[config.mk]
export PLATFORM = sky130hd
export DESIGN_NAME = ram_stream_master
export DESIGN_NICKNAME = d
export VERILOG_FILES = /design/src/rtl/ram_stream_master.sv
export SDC_FILE = /design/constraint.sdc
export NUM_CORES = 1
export LEC_CHECK = 0
export BUFFER_PORTS_ARGS = -buffer_cell sky130_fd_sc_hd__clkbuf_2
export CAP_MARGIN = 20
export CORE_MARGIN = 2
export CORE_UTILIZATION = 51
export CTS_CLUSTER_DIAMETER = 40
export CTS_CLUSTER_SIZE = 28
export DETAILED_ROUTE_END_ITERATION = 7
export PLACE_DENSITY = 0.86
export SLEW_MARGIN = 15
export SYNTH_ARGS = -nofsm -noshare
export SYNTH_HDL_FRONTEND = slang
export SYNTH_SLANG_ARGS = --single-unit
[constraint.sdc]
create_clock -name clk -period 5.5 [get_ports clk]
set_input_delay 0.825 -clock clk [delete_from_list [all_inputs] [get_ports clk]]
set_output_delay 0.825 -clock clk [all_outputs]
set_load 0.01 [all_outputs]
[src/rtl/ram_stream_master.sv]
// ram_stream_master
//   Drives a single-port RAM either as a read streamer (words pushed out on a
//   valid/ready stream) or as a block filler (a constant pattern written to a
//   run of consecutive addresses). Addresses wrap modulo 2^ADDR_W.
//
// Ports
//   clk, rst_n          clock, asynchronous active-low reset
//   start, mode         request pulse (taken in IDLE only); 0 = read, 1 = fill
//   base, len, fill_val first address, word count (0..2^ADDR_W), fill pattern
//   abort               cancel a running READ or FILL (no done pulse)
//   mem_addr/mem_d/mem_we/mem_q   RAM port, mem_q combinational from mem_addr
//   out_data/out_valid/out_ready  read stream
//   busy, done          operation in progress, one-cycle completion pulse
module ram_stream_master #(
  parameter int unsigned ADDR_W = 10,
  parameter int unsigned DATA_W = 16
) (
  input  logic              clk,
  input  logic              rst_n,
  input  logic              start,
  input  logic              mode,
  input  logic [ADDR_W-1:0] base,
  input  logic [ADDR_W:0]   len,
  input  logic [DATA_W-1:0] fill_val,
  input  logic              abort,
  output logic [ADDR_W-1:0] mem_addr,
  output logic [DATA_W-1:0] mem_d,
  output logic              mem_we,
  input  logic [DATA_W-1:0] mem_q,
  output logic [DATA_W-1:0] out_data,
  output logic              out_valid,
  input  logic              out_ready,
  output logic              busy,
  output logic              done
);

  typedef enum logic [1:0] {
    IDLE = 2'd0,
    READ = 2'd1,
    FILL = 2'd2,
    DONE = 2'd3
  } state_t;

  state_t              state;
  logic [ADDR_W-1:0]   ptr;
  logic [ADDR_W:0]     cnt;
  logic [DATA_W-1:0]   pattern;
  logic                last_word;

  assign last_word = (cnt == (ADDR_W+1)'(1));

  always_ff @(posedge clk or negedge rst_n) begin
    if (!rst_n) begin
      state   <= IDLE;
      ptr     <= '0;
      cnt     <= '0;
      pattern <= '0;
    end else begin
      case (state)
        IDLE: begin
          if (start) begin
            ptr     <= base;
            cnt     <= len;
            pattern <= fill_val;
            if (len == '0)
              state <= DONE;
            else if (mode)
              state <= FILL;
            else
              state <= READ;
          end
        end
        READ: begin
          // out_valid is always high here, so out_ready alone is the handshake.
          // A handshake coinciding with abort still consumes the word.
          if (out_ready) begin
            ptr <= ptr + ADDR_W'(1);
            cnt <= cnt - (ADDR_W+1)'(1);
          end
          if (abort)
            state <= IDLE;
          else if (out_ready && last_word)
            state <= DONE;
        end
        FILL: begin
          // The write of this cycle happens regardless of abort.
          ptr <= ptr + ADDR_W'(1);
          cnt <= cnt - (ADDR_W+1)'(1);
          if (abort)
            state <= IDLE;
          else if (last_word)
            state <= DONE;
        end
        DONE: begin
          state <= IDLE;
        end
        default: begin
          state <= IDLE;
        end
      endcase
    end
  end

  // Outputs are a pure decode of registered state, so reset clears them
  // asynchronously along with the state register.
  always_comb begin
    mem_addr  = ptr;
    mem_d     = '0;
    mem_we    = 1'b0;
    out_data  = '0;
    out_valid = 1'b0;
    busy      = 1'b0;
    done      = 1'b0;
    case (state)
      READ: begin
        out_data  = mem_q;
        out_valid = 1'b1;
        busy      = 1'b1;
      end
      FILL: begin
        mem_d  = pattern;
        mem_we = 1'b1;
        busy   = 1'b1;
      end
      DONE: begin
        done = 1'b1;
      end
      default: begin
      end
    endcase
  end

endmodule

==> impl_metrics.toml, run 1 <==
[timing]
fmax_mhz = 373
fin_skew_ns = 0.00623
finalHoldViolCount = 0
whs_ns = 0.501
slew_headroom_pct = 31.6
finalMaxSlewViolations = 0
finalCritPeriodShare_pct = 48.8
finalSetupTns_ns = 0
rsz0062_at_grt = "false"
min_period_ns = 2.68
setup_violations = 0
worst_pin_slew_ns = 1.02

[clock_network]
clkTransAtPathRegs_ns = 0.07
cts-buffers-inserted = 5
cts_sinks = 39
clkLatencyLatePin_ns = 0.30
cts_resized = 0
htree_num_levels = 2
cts_root_buf = "clkbuf_8"
ctsHoldBuffers = 0
post_cts_buffers = 0
cts_tree = "done"
clock_path_buffers = 2

[power]
switchingPower_mw = 0.788
p_comb_share_pct = 55.3
power.density_mw_per_mm2 = 595
p_clk_share_pct = 11.3
sw_frac_of_total_pct = 44.6
intPower_mw = 0.979
power_leakage_nw = 1.47
ir_drop_uv = 338
seqPwrFrac_pct = 33.5

[logic_synthesis]
synthesis.area_sq_mm = 0.00232
syn-num-nets = 308
ys_seq_area_share_pct = 42.0
yosysWarnings = 0
ys_seq_elements = 39
synth_area_per_cell_sq_um = 9.65
syn_inst = 241
synth_cell_types = 40

[floorplanning]
initial_utilization_pct = 53.0
die_h_um = 71.5
die_x_um = 71.5
core.rowCount = 24
dieArea_sq_mm = 0.00511
ios = 105
core_area_sq_mm = 0.00438

[place]
dpl.hpwl_mm = 4.49
place.gp.congestion = 0.935
port-buffer-count = 104
dpl-instance-area_sq_mm = 0.00288

[setup_path]
crit_buf_inv = 2
critical_path_arrival_ns = 1.86
critPathKind = "reg -> out"
critPathRequiredTime_ns = 4.68
crit_chain = "inv_1, ha_1, clkbuf_2"
reg2reg_to = "cnt[5]"
reg2reg_slack_ns = 3.04
cp-start-kind = "register"
rr_startpoint = "state[0]"
critPathTopFamily = "adder cells"
crit_fanout = 23
end_kind = "output port"
cp_slowest_cell = "ha_1"
r2r.worst_path.cells = 4
critical-path-max-stage-delay_ns = 0.80

[global_route]
antenna_found_initial = 0
grt_pass1_vias = 2103
overflow = 0
grt_first_pass_wirelength_mm = 9.73
grt_start_max_net_pins = 40
grt_usage_pct = 23.9

[route]
ant_nets = 0
vias = 2301
via_per_inst = 5.83
wire_per_inst_um = 15.2
drc_errors = 0
routed_wl_mm = 6.00
detailedRoute.firstPassIterationCount = 4
drt_iter0_markers = 226

[min_path]
hold_end = "pattern[12]"
hp-class = "reg -> reg"
min_from = "pattern[12]"
min_path_cells = 1

[status]
run_status = "finished, final reports clean"

[cells_and_area]
area_delta_synth_final_pct = 27.7
drive_above_1_share_pct = 39.9
fill_cells = 348
nNetsFinal = 410
fin_area_sq_mm = 0.00297
antenna_cells = 0

[run]
max_cap_violations = 0
==> flip-flops by register name, summed over array words and instances (netlist names) <==
name / cells
state: 2
mem_addr: 10
cnt: 11
pattern: 16
==> per-stage QoR <==
stage / worst slack [ns] / util (%) / cells / power [mW]
floorplan: 3.47 / - / 241 / 1.25
global placement: 3.19 / 65.7 / 388 / 1.53
detailed placement: 3.12 / 65.7 / 388 / 1.56
CTS: 2.85 / 67.7 / 395 / 1.76
global route: 2.73 / 67.7 / 395 / 1.91
finish: 2.82 / 67.7 / 395 / 1.77
==> power by group through the flow <==
| stage | combinational (mW) | sequential (mW) | clock [mW] |
|---|---|---|---|
| final | 0.976 | 0.591 | 0.199 |
| after global routing | 1.08 | 0.612 | 0.215 |
| after CTS | 0.974 | 0.588 | 0.202 |
| after detailed placement | 0.971 | 0.592 | 0 |
| after global placement | 0.946 | 0.581 | 0 |
| after floorplan | 0.684 | 0.570 | 0 |
==> worst max-delay path by stage <==
stage                     slack, ns     start  depth (start not counted)            to
final                          2.82  state[0]                          3          busy
after global placement         3.19  state[0]                          5   mem_addr[2]
after global routing           2.73  state[0]                          3          busy
after detailed placement       3.12  state[0]                          5   mem_addr[7]
after floorplan                3.47  state[1]                          4  out_data[10]
after CTS                      2.85  state[0]                          3          busy
==> cell usage in the layout (no fill, tap or decap), types with 9 or more instances in the layout <==
| cell | instances |
|---|---|
| nand2_1 | 14 |
| nor2_1 | 12 |
| a21oi_1 | 9 |
| clkbuf_2 | 104 |
| o21ai_0 | 9 |
| mux2_2 | 18 |
| dfrtp_1 | 39 |
| nand3_1 | 9 |
| and2_1 | 32 |
==> metal layers <==
layer | part of all wire (%) | routed length (um) | track usage (%)
met5 | 0 | 0 | 0
met4 | 1.3 | 77 | 6.50
met3 | 8.6 | 513 | 5.34
met2 | 48 | 2860 | 40.2
met1 | 43 | 2550 | 31.4
==> cell usage after synthesis <==
cell	count	area (sq um)
o2bb2ai_1	1	8.76
o211ai_1	1	7.51
ha_1	8	100
a21oi_1	9	45.0
a32oi_1	1	8.76
nor4b_1	3	26.3
a221o_1	3	30.0
inv_1	6	22.5
a21o_1	3	22.5
nor2_1	12	45.0
a31oi_1	2	12.5
or4_1	1	7.51
nor3_1	7	35.0
nor4_1	7	43.8
a41oi_1	1	8.76
nand3_1	9	45.0
a41o_1	1	10.0
o31ai_1	1	7.51
nand3b_1	1	7.51
or3_1	2	12.5
nand4_1	8	50.1
mux2_2	18	203
mux2i_1	4	40.0
nor3b_1	1	7.51
a31o_2	1	8.76
o41ai_1	2	17.5
nor2b_1	2	12.5
or4_4	2	22.5
o22ai_1	7	43.8
o221a_2	3	33.8
nand2_1	14	52.6
o21ai_0	9	45.0
nand2b_1	3	18.8
and3_1	2	12.5
and4_1	2	17.5
a22oi_1	2	15.0
inv_2	1	3.75
clkbuf_1	10	37.5
dfrtp_1	39	976
and2_1	32	200
==> area by class of cell <==
type,instances,area (sq um),share of cell area (%)
clock buffer,6,82.6,2.78
timing repair buffer,105,528,17.8
tap,52,65.1,2.19
sequential,39,976,32.9
multi-input combinational,185,1280,43.3
clock inverter,1,5.00,0.169
inverter,7,26.3,0.885
==> worst register-to-register path: stages (launching register included) <==
cell and delay, ns:
dfrtp_1 0.40, inv_1 0.10, ha_1 0.62, nor4_1 0.99, a221o_1 0.29
==> kinds of logic after synthesis <==
logic type,share of synthesized area (%)
simple gates,26.5
compound gates,14.0
flops,42.0
mux,10.4
buf+inv,2.74
fa+ha+maj,4.31
No activity file was read; power rests on OpenSTA's default activity.
==> run 2, diff against run 1 <==
- CORE_UTILIZATION: 51 -> 47
- PLACE_DENSITY: 0.86 -> 0.8
- clock period: 5.5 -> 2.6 ns (I/O delays scaled with it)
==> run 2 against run 1 <==
Compared with the run above: count of clock-buffer cells in the layout is the same; largest power group unchanged; combinational power grew 120%; sequential share of layout area shrank 1.2 points; worst setup slack lost 2.5 ns; core utilization shrank 2.9 points; critical path depth grew 3; clock skew shrank 0.00050 ns.
==> impl_metrics.toml, run 2 (same netlist as run 1, synthesis figures left out) <==
[status]
run_status = "finished, final reports clean"

[setup_path]
cp-endpoint = "mem_addr[7]"
critPathTopFamily = "simple AND/OR/NAND/NOR gates"
crit_buf_inv = 1
crit_chain = "inv_1, ha_1, nor2b_1, nor4_1, a22oi_1, nand3_1"
critical_path_arrival_ns = 2.52
path_depth = 6
critical-path-max-stage-delay_ns = 0.79
rr_startpoint = "state[1]"
reg2reg_slack_ns = 0.32
crit_fanout = 20
cp-start-kind = "register"
critPathKind = "reg -> reg"
reg2reg_to = "mem_addr[7]"
crit_start = "state[1]"
end_kind = "register"
critPathRequiredTime_ns = 2.84
cp_slowest_cell = "nor4_1"
r2r.worst_path.cells = 6

[power]
power.density_mw_per_mm2 = 1280
power_leakage_nw = 1.52
ir_drop_uv = 798

[cells_and_area]
instances_no_fill = 417
max_flop_register = "pattern"
final_cell_mix = "clkbuf_2 (104), dfrtp_1 (39), and2_1 (32)"
nNetsFinal = 416
drive_above_1_share_pct = 41.1
fill_cells = 432
antenna_cells = 0
final_common_cell = "clkbuf_2"
utilization_pct = 64.8
area_delta_synth_final_pct = 32.6
largest_reg_flops = 16

[run]
max_cap_violations = 0

[clock_network]
cts_resized = 0
ctsHoldBuffers = 0
htree_num_levels = 2
clkLatencyLatePin_ns = 0.30
cts_sinks = 39
cts_tree = "done"
cts_root_buf = "clkbuf_8"
clkTransAtPathRegs_ns = 0.08
cts-buffers-inserted = 5
clock_path_buffers = 2
post_cts_buffers = 0

[global_route]
grtUsageMet2_pct = 39.5
grt-busiest-layer = "met2"
grt_pass1_vias = 2106
grt_usage_pct = 23.3
antenna_found_initial = 0
grtUsageMet3_pct = 5.56
overflow = 0
grt.met1_usage_pct = 28.6
grt_first_pass_wirelength_mm = 9.76
grt_start_max_net_pins = 40

[place]
dpl.hpwl_mm = 4.66
dp_cells = 408
place.gp.congestion = 0.817
port-buffer-count = 104

[timing]
fmax_mhz = 439
rsz0062_at_grt = "false"
finalSetupTns_ns = 0
worst_pin_slew_ns = 1.03
finalCritPeriodShare_pct = 87.7
min_period_ns = 2.28
slew_headroom_pct = 31.0
fin_skew_ns = 0.00572
setup_violations = 0
finalMaxSlewViolations = 0
finalHoldViolCount = 0

[route]
routed_wl_mm = 6.23
drc_errors = 0
detailedRoute.firstPassIterationCount = 4
via_per_inst = 5.55
ant_nets = 0
wire_per_inst_um = 14.9
vias = 2313
drt_iter0_markers = 146

[min_path]
hp-class = "in -> async"

[floorplanning]
die_x_um = 74.3
core_area_sq_mm = 0.00475
core.rowCount = 25
die_h_um = 74.3
ios = 105
dieArea_sq_mm = 0.00552
initial_utilization_pct = 48.9
-- run 2: per-stage QoR --
stage | worst slack [ns] | cell area [sq um] | hold slack [ns] | total power, mW
2_1_floorplan | 0.670 | 2320 | 0.0944 | 2.65
3_3_place_gp | 0.473 | 2940 | 0.478 | 3.30
3_5_place_dp | 0.337 | 2940 | 0.487 | 3.39
4_1_cts | 0.343 | 3050 | 0.263 | 3.93
5_1_grt | 0.0505 | 3080 | 0.0920 | 4.22
6_report | 0.320 | 3080 | 0.0547 | 3.93
-- run 2: area by class of cell --
class / count / area (sq um) / area share [%]
inverters: 7 / 26.3 / 0.853
clock buffers: 6 / 82.6 / 2.68
flip-flops and latches: 39 / 976 / 31.7
multi-input cells: 185 / 1280 / 41.7
clock inverters: 2 / 35.0 / 1.14
repair buffers: 111 / 593 / 19.2
well taps: 67 / 83.8 / 2.72
-- run 2: routing by layer --
metal / vias up / part of all wire (%)
met1: 1087 / 41
met3: 15 / 6.5
met5: - / 0
li1: 1112 / -
met2: 99 / 50
met4: 0 / 2.0
-- run 2: worst min path at each step --
| stage | from | endpoint | slack, ns | depth (start not counted) |
|---|---|---|---|---|
| 2_1_floorplan | rst_n | cnt[0] | 0.09 | 0 |
| 3_3_place_gp | pattern[3] | pattern[3] | 0.48 | 1 |
| 3_5_place_dp | pattern[7] | pattern[7] | 0.49 | 1 |
| 4_1_cts | rst_n | pattern[3] | 0.26 | 1 |
| 5_1_grt | rst_n | pattern[3] | 0.09 | 1 |
| 6_report | rst_n | pattern[3] | 0.05 | 1 |
-- run 2: power breakdown --
group          total (mW)  internal, mW  switching (mW)
Sequential           1.25         0.933           0.317
Clock               0.530         0.310           0.219
Combinational        2.15         0.990            1.16
==> run 3, diff against run 2 <==
- CORE_ASPECT_RATIO: default -> 0.6
==> run 3 against run 2 <==
Compared with the run above: cell area down 0.97%; sequential share of layout area up 0.31 points; routed wire length up 3.6%; sequential power about the same; register-to-register slack worse by 0.09 ns; clock power down 4.9%; final cell count down 0.96%; hold slack better by 0.091 ns; via count up 2.2%; worst setup slack worse by 0.094 ns; critical path depth unchanged; clock skew down 0.00074 ns; highest routed layer unchanged.
==> impl_metrics.toml, run 3 (same netlist as run 1, synthesis figures left out) <==
[clock_network]
cts_root_buf = "clkbuf_8"
ctsHoldBuffers = 0
cts_sinks = 39
cts-buffers-inserted = 5
clock_path_buffers = 2
cts_tree = "done"
clkLatencyLatePin_ns = 0.29
clkTransAtPathRegs_ns = 0.08
htree_num_levels = 2
cts_resized = 0
post_cts_buffers = 0

[route]
drc_errors = 0
detailedRoute.firstPassIterationCount = 5
ant_nets = 0
via_per_inst = 5.73
vias = 2365
drt_iter0_markers = 160
wire_per_inst_um = 15.6
routed_wl_mm = 6.46

[setup_path]
cp_slowest_cell = "or4_1"
crit_buf_inv = 1
crit_fanout = 20
critical_path_arrival_ns = 2.60
critical-path-max-stage-delay_ns = 0.61
cp-start-kind = "register"
critPathRequiredTime_ns = 2.82
end_kind = "register"
critPathTopFamily = "simple AND/OR/NAND/NOR gates"
critPathKind = "reg -> reg"
crit_chain = "inv_1, ha_1, nand2b_1, nand3_1, or4_1, nand3_1"
crit_top_cell = "nand3_1"

[timing]
fmax_mhz = 421
worst_pin_slew_ns = 1.04
finalMaxSlewViolations = 0
finalHoldViolCount = 0
min_period_ns = 2.37
finalSetupTns_ns = 0
rsz0062_at_grt = "false"
finalCritPeriodShare_pct = 91.3
setup_violations = 0
fin_skew_ns = 0.00498
slew_headroom_pct = 29.8

[cells_and_area]
seq_area_sq_um = 976
largest_reg_flops = 16
final_common_cell = "clkbuf_2"
utilization_pct = 65.5
fill_cells = 409
drive_above_1_share_pct = 41.1
instances_no_fill = 413
max_flop_register = "pattern"
multiInputGateArea_sq_mm = 0.00128
antenna_cells = 0
nNetsFinal = 416
fin_area_sq_mm = 0.00305
final_cell_mix = "clkbuf_2 (104), dfrtp_1 (39), and2_1 (32)"
area_delta_synth_final_pct = 31.3

[global_route]
grt_start_max_net_pins = 40
antenna_found_initial = 0
grt_first_pass_wirelength_mm = 9.97
overflow = 0
grt_usage_pct = 23.8
grt_pass1_vias = 2044

[floorplanning]
dieArea_sq_mm = 0.00554
core_area_sq_mm = 0.00466
die_h_um = 58.5
initial_utilization_pct = 49.9
ios = 105
die_x_um = 94.8
core.rowCount = 19

[power]
intPower_mw = 2.21
power.total_mw = 3.96
p_clk_share_pct = 12.7
p_comb_share_pct = 55.7
sw_frac_of_total_pct = 44.2
seqPwrFrac_pct = 31.6
power.density_mw_per_mm2 = 1300
ir_drop_uv = 647
power_leakage_nw = 1.51
switchingPower_mw = 1.75

[status]
run_status = "finished, final reports clean"

[place]
dp_cells = 405
dpl.hpwl_mm = 5.04
place.gp.congestion = 0.939
dpl-instance-area_sq_mm = 0.00294
port-buffer-count = 104

[run]
max_cap_violations = 0

[min_path]
hp-class = "in -> async"
[run 3: power groups by stage]
stage | Sequential, mW | Clock [mW] | Combinational (mW)
floorplan | 1.21 | 0 | 1.45
finish | 1.25 | 0.504 | 2.21
global placement | 1.23 | 0 | 2.12
detailed placement | 1.25 | 0 | 2.18
CTS | 1.24 | 0.518 | 2.20
global route | 1.30 | 0.543 | 2.43
[run 3: final cells by class]
type                       instances  share of cell area (%)
tap                               63                    2.58
inverter                           7                   0.861
sequential                        39                    32.0
clock buffer                       5                    2.26
clock inverter                     3                    1.44
timing repair buffer             111                    18.8
multi-input combinational        185                    42.1
[run 3: final timing paths]
check,slack (ns),cells past startpoint,startpoint,to
worst max-delay path,0.23,6,state[1],mem_addr[6]
worst min-delay path,0.15,2,rst_n,mem_addr[8]
worst max register to register,0.23,6,state[1],mem_addr[6]
worst min register to register,0.50,1,pattern[14],pattern[14]
max in group asynchronous,2.11,2,rst_n,mem_addr[7]
min in group clk,0.33,2,fill_val[14],pattern[14]
[run 3: layer usage]
metal	track usage, %	part of all wire [%]	up-vias	routed length, um
li1	-	-	1114	-
met1	35.6	45	1108	2920
met2	33.6	42	133	2710
met3	7.43	12	10	751
met4	6.21	1.1	0	70
met5	0	0	-	0
[run 3: through the flow]
stage / setup slack [ns] / hold slack, ns
floorplan: 0.670 / 0.0944
global placement: 0.397 / 0.478
detailed placement: 0.295 / 0.483
CTS: 0.265 / 0.162
global route: 0.0645 / 0.178
finish: 0.226 / 0.146
